**config.mk**
```make
export PLATFORM = sky130hd
export DESIGN_NAME = axi_rd_responder
export DESIGN_NICKNAME = d
export VERILOG_FILES = /design/src/rtl/axi_rd_responder.sv
export SDC_FILE = /design/constraint.sdc
export NUM_CORES = 1
export LEC_CHECK = 0
export BUFFER_PORTS_ARGS = -buffer_cell sky130_fd_sc_hd__buf_2
export CAP_MARGIN = 10
export CORE_UTILIZATION = 35
export DETAILED_ROUTE_END_ITERATION = 16
export GPL_ROUTABILITY_DRIVEN = 0
export PLACE_DENSITY_LB_ADDON = 0.15
export SETUP_SLACK_MARGIN = 0.2
export SYNTH_ARGS = -nofsm -noshare
export SYNTH_HDL_FRONTEND = slang
export SYNTH_SLANG_ARGS = --single-unit
```
**constraint.sdc**
```tcl
create_clock -name ACLK -period 9 [get_ports ACLK]
set_clock_uncertainty 0.05 [all_clocks]
set_input_delay 1.8 -clock ACLK [delete_from_list [all_inputs] [get_ports ACLK]]
set_output_delay 1.8 -clock ACLK [all_outputs]
set_load 0.01 [all_outputs]
```
**src/rtl/axi_rd_responder.sv**
```systemverilog
// AXI4 read responder: one burst at a time, FIXED/INCR/WRAP up to 256 beats,
// fetched beat by beat from a single-cycle-latency 64-bit memory port.
module axi_rd_responder #(
  parameter logic [31:0] BASE_ADDR = 32'h8000_0000,
  parameter logic [31:0] MEM_SIZE  = 32'h0800_0000
) (
  input  logic        ACLK,
  input  logic        ARESETn,
  input  logic        ARVALID,
  output logic        ARREADY,
  input  logic [31:0] ARADDR,
  input  logic [7:0]  ARLEN,
  input  logic [2:0]  ARSIZE,
  input  logic [1:0]  ARBURST,
  input  logic [2:0]  ARPROT,
  output logic        RVALID,
  input  logic        RREADY,
  output logic [63:0] RDATA,
  output logic [1:0]  RRESP,
  output logic        RLAST,
  output logic        mem_ren,
  output logic [31:0] mem_addr,
  input  logic [63:0] mem_rdata,
  output logic [1:0]  dbg_state
);

  // Handshakes: a transfer happens on a rising edge where VALID and READY are
  // both high; RVALID, once raised, holds RDATA/RRESP/RLAST until RREADY.
  typedef enum logic [1:0] {IDLE, FETCH, WAIT, RESP} state_t;

  state_t      state_q, state_d;
  logic [31:0] addr_q, addr_d;
  logic [7:0]  len_q, len_d, beat_q, beat_d;
  logic [2:0]  size_q, size_d;
  logic [1:0]  burst_q, burst_d;
  logic        slverr_q, slverr_d, decerr_q, decerr_d;
  logic        arready_q, arready_d, rvalid_q, rvalid_d, rlast_q, rlast_d;
  logic [1:0]  rresp_q, rresp_d;
  logic [63:0] rdata_q, rdata_d;
  logic        ren_q, ren_d;
  logic [31:0] maddr_q, maddr_d;
  logic [31:0] nxt_addr;
  logic        ar_bad;
  logic        unused_prot;

  function automatic logic in_range(input logic [31:0] a);
    return (a - BASE_ADDR) < MEM_SIZE;
  endfunction

  function automatic logic [31:0] adv(input logic [31:0] a, input logic [2:0] sz,
                                      input logic [1:0] b, input logic [7:0] l);
    logic [31:0] step, wl;
    step = 32'd1 << sz;
    wl   = ({24'd0, l} + 32'd1) << sz;
    case (b)
      2'd1:    return a + step;
      2'd2:    return (a & ~(wl - 32'd1)) | ((a + step) & (wl - 32'd1));
      default: return a;
    endcase
  endfunction

  assign unused_prot = ^ARPROT;
  assign nxt_addr    = adv(addr_q, size_q, burst_q, len_q);
  assign ar_bad      = (ARBURST == 2'd3) || (ARSIZE > 3'd3) ||
                       ((ARBURST == 2'd2) && !((ARLEN == 8'd1) || (ARLEN == 8'd3) ||
                                               (ARLEN == 8'd7) || (ARLEN == 8'd15)));

  // The beat address is decoded on the edge that enters FETCH, so the memory
  // strobe is registered and visible for the whole FETCH cycle.
  always_comb begin
    state_d   = state_q;
    addr_d    = addr_q;
    len_d     = len_q;
    beat_d    = beat_q;
    size_d    = size_q;
    burst_d   = burst_q;
    slverr_d  = slverr_q;
    decerr_d  = decerr_q;
    arready_d = arready_q;
    rvalid_d  = rvalid_q;
    rlast_d   = rlast_q;
    rresp_d   = rresp_q;
    rdata_d   = rdata_q;
    ren_d     = 1'b0;
    maddr_d   = maddr_q;
    case (state_q)
      IDLE: begin
        arready_d = 1'b1;
        if (ARVALID && arready_q) begin
          addr_d    = ARADDR;
          len_d     = ARLEN;
          size_d    = ARSIZE;
          burst_d   = ARBURST;
          beat_d    = 8'd0;
          slverr_d  = ar_bad;
          decerr_d  = !in_range(ARADDR);
          arready_d = 1'b0;
          if (!ar_bad && in_range(ARADDR)) begin
            ren_d   = 1'b1;
            maddr_d = ARADDR & ~32'd7;
          end
          state_d = FETCH;
        end
      end
      FETCH: state_d = WAIT;
      WAIT: begin
        rdata_d  = (slverr_q || decerr_q) ? 64'd0 : mem_rdata;
        rresp_d  = slverr_q ? 2'd2 : (decerr_q ? 2'd3 : 2'd0);
        rlast_d  = (beat_q == len_q);
        rvalid_d = 1'b1;
        state_d  = RESP;
      end
      RESP: begin
        if (RREADY) begin
          rvalid_d = 1'b0;
          if (rlast_q) begin
            rlast_d   = 1'b0;
            arready_d = 1'b1;
            state_d   = IDLE;
          end else begin
            beat_d   = beat_q + 8'd1;
            addr_d   = nxt_addr;
            decerr_d = !in_range(nxt_addr);
            if (!slverr_q && in_range(nxt_addr)) begin
              ren_d   = 1'b1;
              maddr_d = nxt_addr & ~32'd7;
            end
            state_d = FETCH;
          end
        end
      end
      default: state_d = IDLE;
    endcase
  end

  always_ff @(posedge ACLK) begin
    if (!ARESETn) begin
      state_q   <= IDLE;
      addr_q    <= 32'd0;
      len_q     <= 8'd0;
      beat_q    <= 8'd0;
      size_q    <= 3'd0;
      burst_q   <= 2'd0;
      slverr_q  <= 1'b0;
      decerr_q  <= 1'b0;
      arready_q <= 1'b0;
      rvalid_q  <= 1'b0;
      rlast_q   <= 1'b0;
      rresp_q   <= 2'd0;
      rdata_q   <= 64'd0;
      ren_q     <= 1'b0;
      maddr_q   <= 32'd0;
    end else begin
      state_q   <= state_d;
      addr_q    <= addr_d;
      len_q     <= len_d;
      beat_q    <= beat_d;
      size_q    <= size_d;
      burst_q   <= burst_d;
      slverr_q  <= slverr_d;
      decerr_q  <= decerr_d;
      arready_q <= arready_d;
      rvalid_q  <= rvalid_d;
      rlast_q   <= rlast_d;
      rresp_q   <= rresp_d;
      rdata_q   <= rdata_d;
      ren_q     <= ren_d;
      maddr_q   <= maddr_d;
    end
  end

  assign ARREADY   = arready_q;
  assign RVALID    = rvalid_q;
  assign RDATA     = rdata_q;
  assign RRESP     = rresp_q;
  assign RLAST     = rlast_q;
  assign mem_ren   = ren_q;
  assign mem_addr  = maddr_q;
  assign dbg_state = state_q;

endmodule

```
* After elaboration in Yosys (flattened, before gate mapping)
Index checks and enable logic that the tools add are counted.
** Storage, ports and cells
- Input bits :: 116
- Word-level logic and storage cells :: 111
- Register bits after elaboration :: 159
** Operators by class
- Shift operators :: 2
- Mux-type cells :: 39
- Add/sub/neg operators :: 6
- Equality and inequality tests :: 18
- Reduce and logical (&&, ||, !) cells :: 24
- Magnitude comparators :: 3
- Bitwise logic cells :: 4
** Operator list (number)
- 32-bit 2-to-1 mux :: 8
- 32-bit one-hot mux with 2 select lines :: 3
- 32-bit bitwise AND :: 2
- 32-bit by 28-bit less-than comparator with 1-bit output, second input constant :: 2
- 64-bit 2-to-1 mux :: 1
- 32-bit subtractor, second input constant :: 2
- 32-bit adder :: 1
- 32-bit inverter :: 1
- 32-bit OR :: 1
- 1-bit by 3-bit << shifter with 32-bit output, first input constant :: 1
- 9-bit by 3-bit << shifter with 32-bit output :: 1
- 32-bit by 1-bit subtractor with 32-bit output, second input constant :: 1
- 8-bit 2-to-1 mux :: 3
- 8-bit one-hot mux with 2 select lines :: 1
- 1-bit 2-to-1 mux :: 13
- 2-bit inequality test, second input constant :: 6
- 2-bit == test, second input constant :: 5
- 1-bit one-hot mux with 2 select lines :: 5
- 8-bit by 1-bit adder with 9-bit output, second input constant :: 1
- 8-bit by 1-bit adder with 8-bit output, second input constant :: 1
- 8-bit by 1-bit == test with 1-bit output, second input constant :: 1
- 8-bit by 2-bit == test with 1-bit output, second input constant :: 1
- 8-bit by 3-bit == test with 1-bit output, second input constant :: 1
- 8-bit by 4-bit == test with 1-bit output, second input constant :: 1
- other kinds (14) :: 33

* Logic depth before layout (Yosys ltp)
Gate-level depths: netlist (run 1).
- Depth in word-level cells :: 14
- Gate-level depth with buffers :: 19
- Depth with buffers taken out :: 16

* Worst setup path before layout (run 1)
No wires, ideal clock.
- Kind :: flip-flop to flip-flop
- From :: reg size_q[2]
- To :: reg maddr_q[16] (netlist: mem_addr[16])
- Buffers on the path :: 4
- Data required time :: 8827 ps
- Arrival :: 4264 ps
- Stages on the path, launching flop included :: 19
- Library setup time :: 123 ps
- Path slack :: 4563 ps
- Cells stage by stage :: dfxtp_1 -> clkbuf_1 -> clkbuf_1 -> clkbuf_1 -> clkbuf_1 -> nor2_1 -> ha_1 -> fa_1 -> nand3_1 -> a21oi_1 -> o21ai_0 -> nor2_1 -> and2_1 -> a2bb2oi_1 -> o21ai_1 -> o21ba_2 -> or4b_4 -> a21oi_4 -> mux2_1
** Between the ends
- Word-level cells in the longest chain between the ends :: 11
- Elaborated cells between the ends (all ways) :: 18
- Those cells by class :: 3 x add/sub; 1 x order compare; 1 x eq/ne; 2 x shift; 5 x mux; 4 x bitwise; 2 x reduce/logical
** Ends and longest elaborated chain
- start, declared :: RTL line 34 : logic [2:0] size_q, size_d;
- start signal, assigned :: RTL line 158 : size_q <= size_d;
- 9-bit by 3-bit << shifter with 32-bit output :: RTL line 54 : wl = ({24'd0, l} + 32'd1) << sz;
- 32-bit by 1-bit subtractor with 32-bit output :: RTL line 57 : 2'd2: return (a & ~(wl - 32'd1)) | ((a + step) & (wl - 32'd1));
- 32-bit inverter :: RTL line 57
- 32-bit bitwise AND :: RTL line 57
- 32-bit OR :: RTL line 57
- 32-bit one-hot mux with 2 select lines (*) :: RTL line 55 : case (b)
- 32-bit subtractor :: RTL line 47 : return (a - BASE_ADDR) < MEM_SIZE;
- 32-bit by 28-bit less-than comparator with 1-bit output :: RTL line 47
- 1-bit logical AND :: RTL line 124 : if (!slverr_q && in_range(nxt_addr)) begin
- 2-bit inequality test (no line)
- 6-bit AND reduction (no line)
- end signal, assigned :: RTL line 168 : maddr_q <= maddr_d;
- end, declared :: RTL line 41 : logic [31:0] maddr_q, maddr_d;
Every way passes the cells marked *; elsewhere a longest branch is shown, timed or not. The select of a mux whose other input is x is not followed.
A chain may end at the register's enable or synchronous reset.

* Final worst setup path (run 1)
- From :: reg size_q[0]
- To :: reg maddr_q[16] (netlist: mem_addr[16])
Same word-level chain as after synthesis.

==> impl_results.md, run 1 <==
- CTS Root Buffer Type: clkbuf_16
- Post-Route WL: ~30 mm
- CP arrival: 5.96 ns
- Die width: about 160 um
- Utilization after layout: 0.426
- Largest net degree at the start of global routing: 91
- Top-area cell type share of the netlist area: 0.336
- Hold buffers post-CTS: 0
- CTS Buf Count: 17
- DIE HEIGHT: approximately 160 um
- First-pass GRT wire length: 47.8 mm
- Area contributors post-synth: dfxtp_1 34%, a21oi_1 7.7%, nor2_1 6.8%, nand2_1 5.5%, nor2b_1 4.9%
- Clk buf depth: 2
- Initial DRC Count: roughly 460
- Setup violations, final: 0
- Fin cells: ~1700
- Final period util: 0.632
- Gr ovfl total: 0
- RSZ-0062 raised after global routing: no
- CP Capture Type: flop
- Hold Path Class: flop to flop
- Final ANT Viol Nets: 0
- Drt first pass iters: 6
- Synth Instances: 1242
- Post-route minimum period: approximately 5.7 ns
- Post-CTS setup buffers: 0
- Row cnt: 59
- FF+latch count, synth: about 160
- Critical path required time: 9.27 ns
- MaxCap Viol Count: 0
- Post-Syn Area per Cell: 7.48 um2
- Drt drc: 0
- Multi-input combinational cell area: ~5700 um2
- Placed cell count: roughly 1700
- Count of final hold-check violations: 0
- Yosys top cell by area: dfxtp_1
- Library cells used by synthesis: around 80
- All-Layer GR Usage: 0.222
- Post-synth EDFFs: 0
- Worst Tran Pin Value: 0.978 ns
- Fmax achieved: 0.176 GHz
- Relative slew margins: 0.348
- Setup TNS: 0 ns
- Placed inst area: roughly 10000 um2
- Setup Crit Path Kind: flop to flop
- Synthesis warning total: 0
- Leakage: 4.70 nW
- Fillers: around 2700
- TritonCTS clock tree: built
- Worst-path clk slew: about 0.08 ns
- Seq/Total Area, Yosys: 0.336
- Final HPWL DP: 20.9 mm
- Drt wl/cell: 17.2 um
- Top-level port count: between 200 and 250
- Die Area: between 20000 and 30000 um2
- Pwr Total: about 2.7 mW
- Pwr Density: between 200 and 250 nW/um2
- Area delta synth->final: 19.4%
- CTS Sinks: roughly 160
- Placeable Area: between 20000 and 30000 um2
- Mapped Area: 9290 um2
- CTS resizes: 0
- Critical path launch point type: flop
- Status: finished clean
- Initial antenna violation count: 2
- Layout cell share with drive strength beyond 1: 0.197
- Skew-Pair Late Insertion Delay: approximately 0.44 ns
- Initial core utilization: 0.356
- PortBufs: roughly 210
- Storage cell area: between 3000 and 4000 um2
- Vias: around 9400
- Max VDD drop: approximately 0.18 mV
- Via density per instance: between 5 and 6
- Maximum level of the CTS H-tree: 4
- # nets final: roughly 1500
- Final slew viol count: 0
- Crit Path Max Fanout: 24
- Vias in the first global route: 9162
- Async set-or-reset flop fraction in the synthesized netlist: 0
- Synth Flop Type: dfxtp_1
- Design Area, Final: between 10000 and 15000 um2
==> kinds of logic (layout without fill, tap and decap cells) <==
kind of cell    after synthesis  after routing  synth area share
compound gates              342            342             0.238
xor+xnor                     34             34            0.0321
fa+ha+maj                    19             19            0.0264
buf+inv                     120            285            0.0528
flops                       156            156             0.336
mux                          34             34            0.0369
other cells                   1              4          0.000404
simple gates                536            536             0.277
==> cells in the mapped netlist (all sizes together), types with 19 or more instances <==
library cell  number
nor2b             73
a21oi            143
nand3             30
inv               28
nand2            137
and3              19
clkbuf            74
mux2i             32
a211oi            23
dfxtp            156
nor3              27
o21ai             53
nor2             169
==> critical path, stage by stage, from the launching register on <==
cell and delay (ns):
dfxtp_1 0.83, inv_1 0.41, nand2_1 0.32, nor2_1 0.08, ha_1 0.22, fa_1 0.41, nand3_1 0.11, a21oi_1 0.09
o21ai_0 0.67, nor2_1 0.25, and2_1 0.23, a2bb2oi_1 0.13, o21ai_1 0.10, o21ba_2 0.19, or4b_4 0.55, a21oi_4 0.15
buf_4 0.38, mux2_1 0.36
==> where the power goes <==
group	switching (mW)	internal (mW)
combinational	0.661	0.395
clock	0.365	0.374
sequential	0.132	0.820
total	1.16	1.59
==> layout make-up <==
| type | count | area share |
|---|---|---|
| multi-input combinational | 968 | 0.513 |
| sequential | 156 | 0.281 |
| timing repair buffer | 225 | 0.104 |
| clock buffer | 17 | 0.0383 |
| tap | 335 | 0.0378 |
| clock inverter | 15 | 0.0152 |
| inverter | 28 | 0.00959 |
| antenna | 1 | 0.000226 |
==> per-layer routing <==
layer / vias up / GRT usage / wire, um
met2: 306 / 0.376 / 14200
met4: 2 / 0.0705 / 592
met1: 4401 / 0.272 / 13000
met3: 42 / 0.0583 / 2170
li1: 4686 / - / -
met5: - / 0 / 13
==> registers in the layout (all words and copies together) (netlist names) <==
signal / count
ARREADY: 1
RDATA: 64
RLAST: 1
RRESP: 2
RVALID: 1
addr_q: 32
beat_q: 8
burst_q: 2
dbg_state: 2
decerr_q: 1
len_q: 8
mem_addr: 29
mem_ren: 1
size_q: 3
slverr_q: 1
==> through the flow <==
stage | setup slack [ns] | hold WS, ns
after floorplan | 4.56 | 0.399
after global placement | 3.49 | 0.392
after detailed placement | 3.37 | 0.395
after CTS | 3.34 | 0.409
after global routing | 3.03 | 0.422
final | 3.31 | 0.406
==> cells in the final DEF (no fill, tap or decap), types with 6 or more instances in the layout <==
cell type	n
a211oi_1	22
a21o_1	11
a21oi_1	142
a31oi_1	15
a41oi_1	6
and2_1	8
and3_1	19
buf_2	213
buf_4	12
clkbuf_16	17
dfxtp_1	156
ha_1	16
inv_1	27
mux2i_1	32
nand2_1	137
nand2b_1	15
nand3_1	30
nand4_1	11
nor2_1	169
nor2b_1	73
nor3_1	27
nor4_1	7
o211ai_1	8
o21a_1	8
o21ai_0	48
o31ai_1	6
or3_1	15
or4_1	6
xnor2_1	16
xor2_1	18
==> worst paths after layout <==
kind,start,end,slack (ns),cells after the start
worst min register to register,mem_addr[12],mem_addr[12],0.41,2
worst min-delay path,mem_addr[12],mem_addr[12],0.41,2
worst max register to register,size_q[0],mem_addr[16],3.31,17
worst max-delay path,size_q[0],mem_addr[16],3.31,17
No activity file was read; power rests on OpenSTA's default activity.
==> run 2, diff against run 1 <==
==> constraint.sdc (replaced) <==
create_clock -name ACLK -period 5.5 [get_ports ACLK]
set_clock_uncertainty 0.05 [all_clocks]
set_input_delay 1.1 -clock ACLK [delete_from_list [all_inputs] [get_ports ACLK]]
set_output_delay 1.1 -clock ACLK [all_outputs]
set_load 0.01 [all_outputs]
==> run 2 against run 1 <==
Against the previous run:
- combinational power up 66%
- highest routed layer unchanged
- die area did not move
- via count up 0.64%
- clock power is 62% higher
- critical endpoint is now mem_addr[5]
- largest power group unchanged
- register-to-register slack worse by 2.6 ns
==> impl_results.md, run 2 (synthesis results as in run 1) <==
- Sw Share: 0.419
- RSZ-0062 raised after global routing: no
- Initial core utilization: 0.356
- All-Layer GR Usage: 0.219
- # nets final: approximately 1500
- Worst Setup SP: len_q[4]
- Crit path capture: mem_addr[5]
- Placeable Area: 26100 um2
- Skew-Pair Late Insertion Delay: 0.44 ns
- CTS Sinks: 156
- Die Area: around 27000 um2
- Maximum level of the CTS H-tree: 4
- Via density per instance: 5.41
- Largest net degree at the start of global routing: between 60 and 70
- Design Area, Final: 11200 um2
- Drt drc: 0
- Hold buffers post-CTS: 0
- Die width: around 160 um
- Row cnt: 59
- Worst-path clk slew: approximately 0.08 ns
- Net Switching: about 1.9 mW
- FF-to-FF path depth: 12
- Max VDD drop: about 0.23 mV
- Critical path required time: ~5.8 ns
- Post-CTS setup buffers: 0
- R2R Path End: mem_addr[5]
- Setup Crit Path Kind: flop to flop
- Vias: 9497
- Top-level port count: 220
- Final period util: 0.863
- Initial antenna violation count: 3
- Clock power share: 0.267
- TritonCTS clock tree: built
- Initial DRC Count: 618
- Layout cell share with drive strength beyond 1: 0.204
- Seq pwr share: 0.343
- Fillers: about 2800
- Final HPWL DP: roughly 21 mm
- Commonest non-fill, non-tap cells in the layout: 213 x buf_2, 169 x nor2_1, 156 x dfxtp_1
- CTS Root Buffer Type: clkbuf_16
- CP Capture Type: flop
- Critical path launch point type: flop
- CTS Buf Count: 17
- Gate power share: 0.390
- Most common cell after layout, fill and taps aside: buf_2
- Final ANT Viol Nets: 0
- FF-to-FF setup slack: 0.75 ns
- Gr ovfl total: 0
- DIE HEIGHT: between 150 and 200 um
- Vias in the first global route: a little under 9000
- PortBufs: about 210
- Hold depth: 2
- Drt wl/cell: about 17 um
- Relative slew margins: 0.365
- MaxCap Viol Count: 0
- Status: finished clean
- Worst r2r src: len_q[4]
- Post-route minimum period: ~4.7 ns
- Setup violations, final: 0
- Leakage: 4.76 nW
- Final slew viol count: 0
- Setup TNS: 0 ns
- First-pass GRT wire length: between 40 and 50 mm
- Hold Path Class: flop to flop
- Post-Route WL: slightly below 30 mm
- Fmax achieved: 0.211 GHz
- Drt first pass iters: 5
- Count of final hold-check violations: 0
- Area delta synth->final: 20.5%
- CP arrival: ~5.1 ns
- Pwr Density: between 400 and 500 nW/um2
- Internal power: 2.62 mW
- Max reg flops: 64
- Worst Tran Pin Value: 0.953 ns
- CTS resizes: 0
- Clk buf depth: 2
- Worst hold slack: ~0.4 ns
- Crit Path Max Fanout: 15
- Placed inst area: 10600 um2
run 2: cell count changes in the layout (fill, tap and decap cells not counted):
cell        before  now
buf_4           12   22
inv_8            5    4
clkinv_8         4    5
clkinvlp_4       1    0
buf_12           0    1
clkinv_4         2    3
run 2: metrics by stage:
step | std cells | setup WS [ns] | total power [mW] | utilization
global placement | 1723 | 0.839 | 3.31 | 0.406
floorplan | 1244 | 1.06 | 2.79 | -
detailed placement | 1723 | 0.834 | 3.33 | 0.406
global route | 1755 | 0.364 | 4.82 | 0.430
CTS | 1755 | 0.818 | 4.55 | 0.430
finish | 1756 | 0.755 | 4.51 | 0.430
run 2: final cells by class:
cell class,count,area (um2),share of cell area
timing repair buffer,236,1250,0.112
sequential,156,3120,0.279
tap,335,419,0.0374
clock inverter,15,175,0.0156
multi-input combinational,968,5690,0.508
antenna,1,2.50,0.000224
clock buffer,17,425,0.0380
inverter,28,106,0.00950
run 2: worst min path at each step:
stage	startpoint	endpoint	slack, ns
final	mem_addr[24]	mem_addr[24]	0.41
after global routing	mem_addr[24]	mem_addr[24]	0.42
after CTS	mem_addr[24]	mem_addr[24]	0.41
after detailed placement	mem_addr[24]	mem_addr[24]	0.40
after global placement	mem_addr[5]	mem_addr[5]	0.39
after floorplan	addr_q[6]	addr_q[6]	0.40
run 2: per-layer routing:
layer	GRT usage	vias up	part of all wire	wire length, um
li1	-	4717	-	-
met1	0.271	4443	0.44	13100
met2	0.374	290	0.48	14200
met3	0.0517	43	0.064	1910
met4	0.0663	4	0.018	522
met5	0	-	0.00077	23
run 2: power groups by stage:
stage | clock, mW | sequential [mW] | combinational, mW
final | 1.20 | 1.55 | 1.76
after global routing | 1.28 | 1.58 | 1.96
after CTS | 1.23 | 1.55 | 1.77
after detailed placement | 0 | 1.57 | 1.76
after global placement | 0 | 1.57 | 1.75
after floorplan | 0 | 1.54 | 1.24
run 2: critical path, cell delays in order (launching register included):
cell and delay, ns:
dfxtp_1 0.64, nand3_1 0.30, or2_1 0.31, a31oi_2 0.31, a41oi_1 0.22, or4_1 0.46, nor4_1 0.58, mux2i_1 0.33
o211ai_1 0.16, or4b_4 0.54, a21oi_4 0.36, buf_12 0.21, mux2i_1 0.19
